===== config.mk =====
export PLATFORM = sky130hd
export DESIGN_NAME = msg_rotator_flat
export DESIGN_NICKNAME = d
export VERILOG_FILES = /design/src/rtl/msg_rotator_pkg.sv /design/src/rtl/msg_rotator_if.sv /design/src/rtl/msg_rotator_key_edge.sv /design/src/rtl/msg_rotator.sv /design/src/flat_wrapper.sv
export SDC_FILE = /design/constraint.sdc
export NUM_CORES = 1
export LEC_CHECK = 0
export ABC_AREA = 1
export CORE_ASPECT_RATIO = 0.7
export CORE_MARGIN = 2
export CORE_UTILIZATION = 30
export CTS_BUF_LIST = sky130_fd_sc_hd__clkbuf_2
export DETAILED_ROUTE_END_ITERATION = 16
export PLACE_DENSITY = 0.49
export SETUP_SLACK_MARGIN = 0.4
export SYNTH_ARGS = -nofsm -noshare
export SYNTH_HDL_FRONTEND = slang
export SYNTH_SLANG_ARGS = --single-unit

===== constraint.sdc =====
create_clock -name CLOCK_50 -period 4.1 [get_ports CLOCK_50]
set_input_delay 1.025 -clock CLOCK_50 [delete_from_list [all_inputs] [get_ports CLOCK_50]]
set_output_delay 1.025 -clock CLOCK_50 [all_outputs]
set_load 0.005 [all_outputs]

===== src/rtl/msg_rotator_pkg.sv =====
// msg_pkg: shared states, sizes and blank code for the message rotator
package msg_pkg;
  localparam int MSG_LEN = 8;
  localparam int PTR_W = 3;
  localparam logic [2:0] CODE_BLANK = 3'b100;
  typedef enum logic [1:0] {EDIT, RUN, PAUSE} state_e;
endpackage


===== src/rtl/msg_rotator_if.sv =====
// msg_rotator_if: switch/key inputs and per-digit code outputs of the rotator
interface msg_rotator_if;
  logic [2:0] SW;
  logic [1:0] KEY;
  logic [2:0] code3;
  logic [2:0] code2;
  logic [2:0] code1;
  logic [2:0] code0;
  logic       run_led;
  modport master (output SW, KEY, input code3, code2, code1, code0, run_led);
  modport slave (input SW, KEY, output code3, code2, code1, code0, run_led);
endinterface


===== src/rtl/msg_rotator_key_edge.sv =====
// key_edge: two-flop synchroniser plus one-cycle pulse on each key press (falling edge)
module key_edge (
  input  logic clk,
  input  logic rstn,
  input  logic key_i,
  output logic press_o
);
  logic s1_q, s2_q, dly_q;
  always_ff @(posedge clk)
    if (!rstn) {s1_q, s2_q, dly_q} <= 3'b111;
    else {s1_q, s2_q, dly_q} <= {key_i, s1_q, s2_q};
  assign press_o = ~s2_q & dly_q;
endmodule


===== src/rtl/msg_rotator.sv =====
// msg_rotator: eight-slot message editor with scrolling four-digit window
module msg_rotator
  import msg_pkg::*;
#(
  parameter int TICK_DIV = 50000000
) (
  input logic CLOCK_50,
  input logic Resetn,
  msg_rotator_if.slave bus
);
  localparam int CW = $clog2(TICK_DIV);
  logic wr_press, run_press, we, wrap;
  state_e state_q, state_d;
  logic [PTR_W-1:0] wr_ptr_q, wr_ptr_d, rot_ptr_q, rot_ptr_d, base;
  logic [CW-1:0] cnt_q, cnt_d;
  logic [2:0] mem_q [MSG_LEN];
  logic [2:0] code_q [4];
  logic run_led_q;
  key_edge u_key_wr (.clk(CLOCK_50), .rstn(Resetn), .key_i(bus.KEY[0]), .press_o(wr_press));
  key_edge u_key_run (.clk(CLOCK_50), .rstn(Resetn), .key_i(bus.KEY[1]), .press_o(run_press));
  assign wrap = cnt_q == CW'(TICK_DIV - 1);
  // EDIT shows the four newest entries; RUN/PAUSE show the window starting at rot_ptr
  assign base = state_q == EDIT ? wr_ptr_q - PTR_W'(4) : rot_ptr_q;
  always_comb begin
    state_d = state_q;
    wr_ptr_d = wr_ptr_q;
    rot_ptr_d = rot_ptr_q;
    cnt_d = cnt_q;
    we = 1'b0;
    case (state_q)
      EDIT:
        if (run_press) begin
          state_d = RUN;
          rot_ptr_d = '0;
          cnt_d = '0;
        end else if (wr_press) begin
          we = 1'b1;
          wr_ptr_d = wr_ptr_q + 1'b1;
        end
      RUN: begin
        cnt_d = wrap ? '0 : cnt_q + 1'b1;
        rot_ptr_d = rot_ptr_q + PTR_W'(wrap);
        state_d = run_press ? PAUSE : RUN;
      end
      PAUSE: state_d = run_press ? RUN : wr_press ? EDIT : PAUSE;
      default: state_d = EDIT;
    endcase
  end
  always_ff @(posedge CLOCK_50)
    if (!Resetn) begin
      state_q <= EDIT;
      wr_ptr_q <= '0;
      rot_ptr_q <= '0;
      cnt_q <= '0;
      mem_q <= '{default: CODE_BLANK};
      code_q <= '{default: CODE_BLANK};
      run_led_q <= 1'b0;
    end else begin
      state_q <= state_d;
      wr_ptr_q <= wr_ptr_d;
      rot_ptr_q <= rot_ptr_d;
      cnt_q <= cnt_d;
      if (we) mem_q[wr_ptr_q] <= bus.SW;
      code_q[0] <= mem_q[base];
      code_q[1] <= mem_q[base + PTR_W'(1)];
      code_q[2] <= mem_q[base + PTR_W'(2)];
      code_q[3] <= mem_q[base + PTR_W'(3)];
      run_led_q <= state_q == RUN;
    end
  assign bus.code3 = code_q[0];
  assign bus.code2 = code_q[1];
  assign bus.code1 = code_q[2];
  assign bus.code0 = code_q[3];
  assign bus.run_led = run_led_q;
endmodule


===== src/flat_wrapper.sv =====
// flat-port wrapper written by rule: the top's interface ports become plain ports
module msg_rotator_flat import msg_pkg::*;
#(
  parameter int TICK_DIV = 50000000
)
  (CLOCK_50, Resetn, bus_SW, bus_KEY, bus_code3, bus_code2, bus_code1, bus_code0, bus_run_led);
  msg_rotator_if bus_i ();
  input logic CLOCK_50;
  input logic Resetn;
  input wire logic [$bits(bus_i.SW)-1:0] bus_SW;
  input wire logic [$bits(bus_i.KEY)-1:0] bus_KEY;
  output wire logic [$bits(bus_i.code3)-1:0] bus_code3;
  output wire logic [$bits(bus_i.code2)-1:0] bus_code2;
  output wire logic [$bits(bus_i.code1)-1:0] bus_code1;
  output wire logic [$bits(bus_i.code0)-1:0] bus_code0;
  output wire logic [$bits(bus_i.run_led)-1:0] bus_run_led;
  assign bus_i.SW = bus_SW;
  assign bus_i.KEY = bus_KEY;
  assign bus_code3 = bus_i.code3;
  assign bus_code2 = bus_i.code2;
  assign bus_code1 = bus_i.code1;
  assign bus_code0 = bus_i.code0;
  assign bus_run_led = bus_i.run_led;
  msg_rotator #(.TICK_DIV(TICK_DIV)) u_core (.CLOCK_50(CLOCK_50), .Resetn(Resetn), .bus(bus_i));
endmodule

==> run metrics <==
Slew Viols, Final 0; RSZ-0062 raised after global routing no; final count of hold timing violations 0; TritonCTS clock tree yes; number of distinct standard cells referenced by the synthesized netlist 34; compound-cell area share of the yosys netlist 0.102; deepest level of the CTS H-tree 3; layout cells sized above 1 0.0704; TritonCTS sink count 77; kind of end point of the critical path flip-flop; clock latency on the worst-skew pair between 0.5 and 0.6 ns; ratio of total power to cell area ~320 mW/mm2; worst setup slack before clock tree synthesis approximately 1.3 ns; Cell Area, Synth 0.00426 mm2; main combinational cell family by area after synthesis simple AND/OR/NAND/NOR gates; simple-gate portion of the synthesized area 0.414; count of unresolved DRC violations after routing 0; Slew @ Worst Pin between 0.7 and 0.8 ns; worst path required time 4.58 ns; leakage 1.93 nW; proportion of synthesized chip area in sequential cells 0.362; hold_buf cts 0; buffer depth of the longest clock path 2; syn avg cell area around 6.4 um2; Hold Crit Class flip-flop to flip-flop; global-route wire length before repair 18.7 mm; floorplan die area between 0.015 and 0.02 mm2; final routed wire length divided by cell count 13.3 um; all-layer global routing usage 0.156; critical path peak fanout 6; Max Clk Rate 392 MHz; post-synthesis register bit count 77; Layout area overhead 11.5%; x dimension of the die 146 um; count of TritonRoute iterations in the first routing pass 5; root cell of the clock tree sky130_fd_sc_hd__clkbuf_2; relative contribution of combinational cells to total power 0.128; cell count after synthesis about 670; ANT cells 0; Setup WS post-layout 1.55 ns; Top-Level Pins 20; Crit path arrival time 3.03 ns; final routed wirelength across all metal layers around 12 mm; area share of xor/xnor cells in the synthesized design 0.0226; Post-CTS Setup Repair Bufs 0; # rows 36; maximum capacitance violations 0; Num CTS Buffers 9; power dissipated by switching net loads 418 uW; maximum number of pins on one net before global-route repair 42; post-layout instance count excluding filler cells 872; Layout Skew 0.0403 ns; core box area 0.0139 mm2; share of cell area taken by muxes after synthesis 0; adder and majority cell fraction of the synthesized area 0.0176; number of nets in the finished design 690; Seq pwr share 0.511; Initial DRC Count 333; post-route design area 0.00475 mm2; start-to-end type of the worst setup path flip-flop to flip-flop; DP Area 0.00459 mm2; post-synth net total 679; switching share of power 0.276; input/output buffers 19; routability congestion estimate from global placement 0.916; minimum clock period after layout 2.55 ns; worst IR drop on VDD ~150 uV; post-placement cell count 856; starting density of the core 0.306; remaining max-slew budget at the tightest pin 0.467; Chip Height a little over 100 um; clock slew seen by the registers of the worst setup and hold paths around 0.22 ns; antenna violations before repair 0; post-route clock period utilization 0.622; # setup viols final 0; number of vias after detailed routing 4157; Detail Placement HPWL between 8 and 9 mm; via-per-instance ratio 4.77; Warnings, synthesis 0; cell-internal power 1.10 mW; startpoint kind of the worst setup timing path flip-flop; cells resized by post-CTS repair 0; sum of overflow across all layers after global routing 0; outcome finished, final reports clean; number of nets with antenna violations after detailed routing 0; final core area utilization 0.341; post-route setup TNS 0 ns; via count of the first global-routing pass roughly 3500; clock power share 0.361
final timing paths:
path,start,to,slack [ns],depth (start not counted)
worst max-delay path,u_core.cnt_q[1],u_core.rot_ptr_q[2],1.55,11
worst min-delay path,u_core.u_key_wr.s1_q,u_core.u_key_wr.s2_q,0.44,1
worst min register to register,u_core.u_key_wr.s1_q,u_core.u_key_wr.s2_q,0.44,1
worst max register to register,u_core.cnt_q[1],u_core.rot_ptr_q[2],1.55,11
cell type report:
class | count | area [um2]
clock buffers | 9 | 45.0
flip-flops and latches | 77 | 1540
well taps | 190 | 238
clock inverters | 7 | 114
multi-input cells | 505 | 2370
repair buffers | 21 | 205
fillers | 1495 | 9170
inverters | 63 | 236
worst max-delay path, cell delays in order, from the launching register on:
cell                       delay (ns)
sky130_fd_sc_hd__dfxtp_1         0.41
sky130_fd_sc_hd__ha_1            0.30
sky130_fd_sc_hd__nand2_1         0.13
sky130_fd_sc_hd__nor2_2          0.18
sky130_fd_sc_hd__nand2_1         0.10
sky130_fd_sc_hd__nor2_1          0.23
sky130_fd_sc_hd__inv_1           0.10
sky130_fd_sc_hd__nor4_1          0.33
sky130_fd_sc_hd__ha_1            0.21
sky130_fd_sc_hd__ha_1            0.15
sky130_fd_sc_hd__nand2_1         0.06
sky130_fd_sc_hd__a211oi_1        0.27
flip-flops by register name (all words and copies together), names as in the netlist, 2 cells and up:
register and count:
u_core.bus.code0 3, u_core.bus.code2 3, u_core.bus.code3 3, u_core.mem_q 24, u_core.wr_ptr_q 3, u_core.bus.code1 3
u_core.rot_ptr_q 3, u_core.cnt_q 26, u_core.state_q 2
cell families after synthesis:
group,count (synthesis)
simple gates,410
fa+ha+maj,6
xor+xnor,11
buf+inv,84
flops,77
compound gates,78
Yosys cell counts:
library cell	count	area (um2)
sky130_fd_sc_hd__inv_2	3	11.3
sky130_fd_sc_hd__buf_1	1	3.75
sky130_fd_sc_hd__dfxtp_1	77	1540
sky130_fd_sc_hd__buf_6	2	22.5
sky130_fd_sc_hd__nor4_1	1	6.26
sky130_fd_sc_hd__o21ai_4	1	16.3
sky130_fd_sc_hd__buf_2	8	40.0
sky130_fd_sc_hd__nor2_2	8	50.1
sky130_fd_sc_hd__clkbuf_1	7	26.3
sky130_fd_sc_hd__o211ai_1	8	60.1
sky130_fd_sc_hd__or2_2	4	25.0
sky130_fd_sc_hd__buf_4	2	15.0
sky130_fd_sc_hd__clkbuf_2	1	5.00
sky130_fd_sc_hd__xor2_1	8	70.1
sky130_fd_sc_hd__ha_1	6	75.1
sky130_fd_sc_hd__o21ai_0	38	190
sky130_fd_sc_hd__o21ai_2	1	8.76
sky130_fd_sc_hd__a22o_1	1	8.76
sky130_fd_sc_hd__nor2_4	4	45.0
sky130_fd_sc_hd__nand2_2	6	37.5
sky130_fd_sc_hd__nand3_1	55	275
sky130_fd_sc_hd__nor3_1	7	35.0
sky130_fd_sc_hd__a211oi_1	1	7.51
sky130_fd_sc_hd__a21oi_1	27	135
sky130_fd_sc_hd__nand2_1	209	785
sky130_fd_sc_hd__o21bai_1	1	7.51
sky130_fd_sc_hd__nor3_4	1	16.3
sky130_fd_sc_hd__nor2_1	99	372
sky130_fd_sc_hd__nand2_4	1	11.3
sky130_fd_sc_hd__and2_1	2	12.5
sky130_fd_sc_hd__xnor2_1	3	26.3
sky130_fd_sc_hd__nand3b_4	1	20.0
sky130_fd_sc_hd__inv_1	60	225
sky130_fd_sc_hd__nand4_1	12	75.1
cell usage in the layout, fill, tap and decap left out, types with 2 or more instances in the layout:
cell                                n
sky130_fd_sc_hd__xor2_1             8
sky130_fd_sc_hd__xnor2_1            3
sky130_fd_sc_hd__nand2_1          209
sky130_fd_sc_hd__nor2_2             8
sky130_fd_sc_hd__nand4_1           12
sky130_fd_sc_hd__clkdlybuf4s50_1   19
sky130_fd_sc_hd__clkbuf_2           9
sky130_fd_sc_hd__dfxtp_1           77
sky130_fd_sc_hd__nor3_1             7
sky130_fd_sc_hd__bufinv_16          3
sky130_fd_sc_hd__and2_1             2
sky130_fd_sc_hd__or2_2              4
sky130_fd_sc_hd__o21ai_0           38
sky130_fd_sc_hd__inv_2              3
sky130_fd_sc_hd__o211ai_1           8
sky130_fd_sc_hd__a21oi_1           27
sky130_fd_sc_hd__nor2_1            99
sky130_fd_sc_hd__nor2_4             4
sky130_fd_sc_hd__ha_1               6
sky130_fd_sc_hd__nand2_2            6
sky130_fd_sc_hd__inv_1             60
sky130_fd_sc_hd__buf_4              2
sky130_fd_sc_hd__nand3_1           55
sky130_fd_sc_hd__clkinv_2           3
power groups by stage:
stage          Sequential, mW  Combinational (mW)  Clock (mW)
4_1_cts                 0.775               0.195       0.567
2_1_floorplan           0.789               0.134           0
3_5_place_dp            0.789               0.194           0
3_3_place_gp            0.789               0.194           0
5_1_grt                 0.777               0.217       0.596
6_report                0.775               0.194       0.547
through the flow:
| stage | total power [mW] | hold WS [ns] |
|---|---|---|
| after floorplan | 0.924 | 0.392 |
| after global placement | 0.983 | 0.396 |
| final | 1.52 | 0.445 |
| after global routing | 1.59 | 0.475 |
| after detailed placement | 0.984 | 0.403 |
| after CTS | 1.54 | 0.454 |
per-layer routing:
| metal | wire length, um | vias to the layer above | GRT usage |
|---|---|---|---|
| met1 | 6320 | 1878 | 0.254 |
| met4 | 99 | 0 | 0.0326 |
| met3 | 867 | 8 | 0.0392 |
| met2 | 4320 | 128 | 0.198 |
| met5 | 0 | - | 0 |
| li1 | - | 2143 | - |
(Power assumes the default switching activity.)
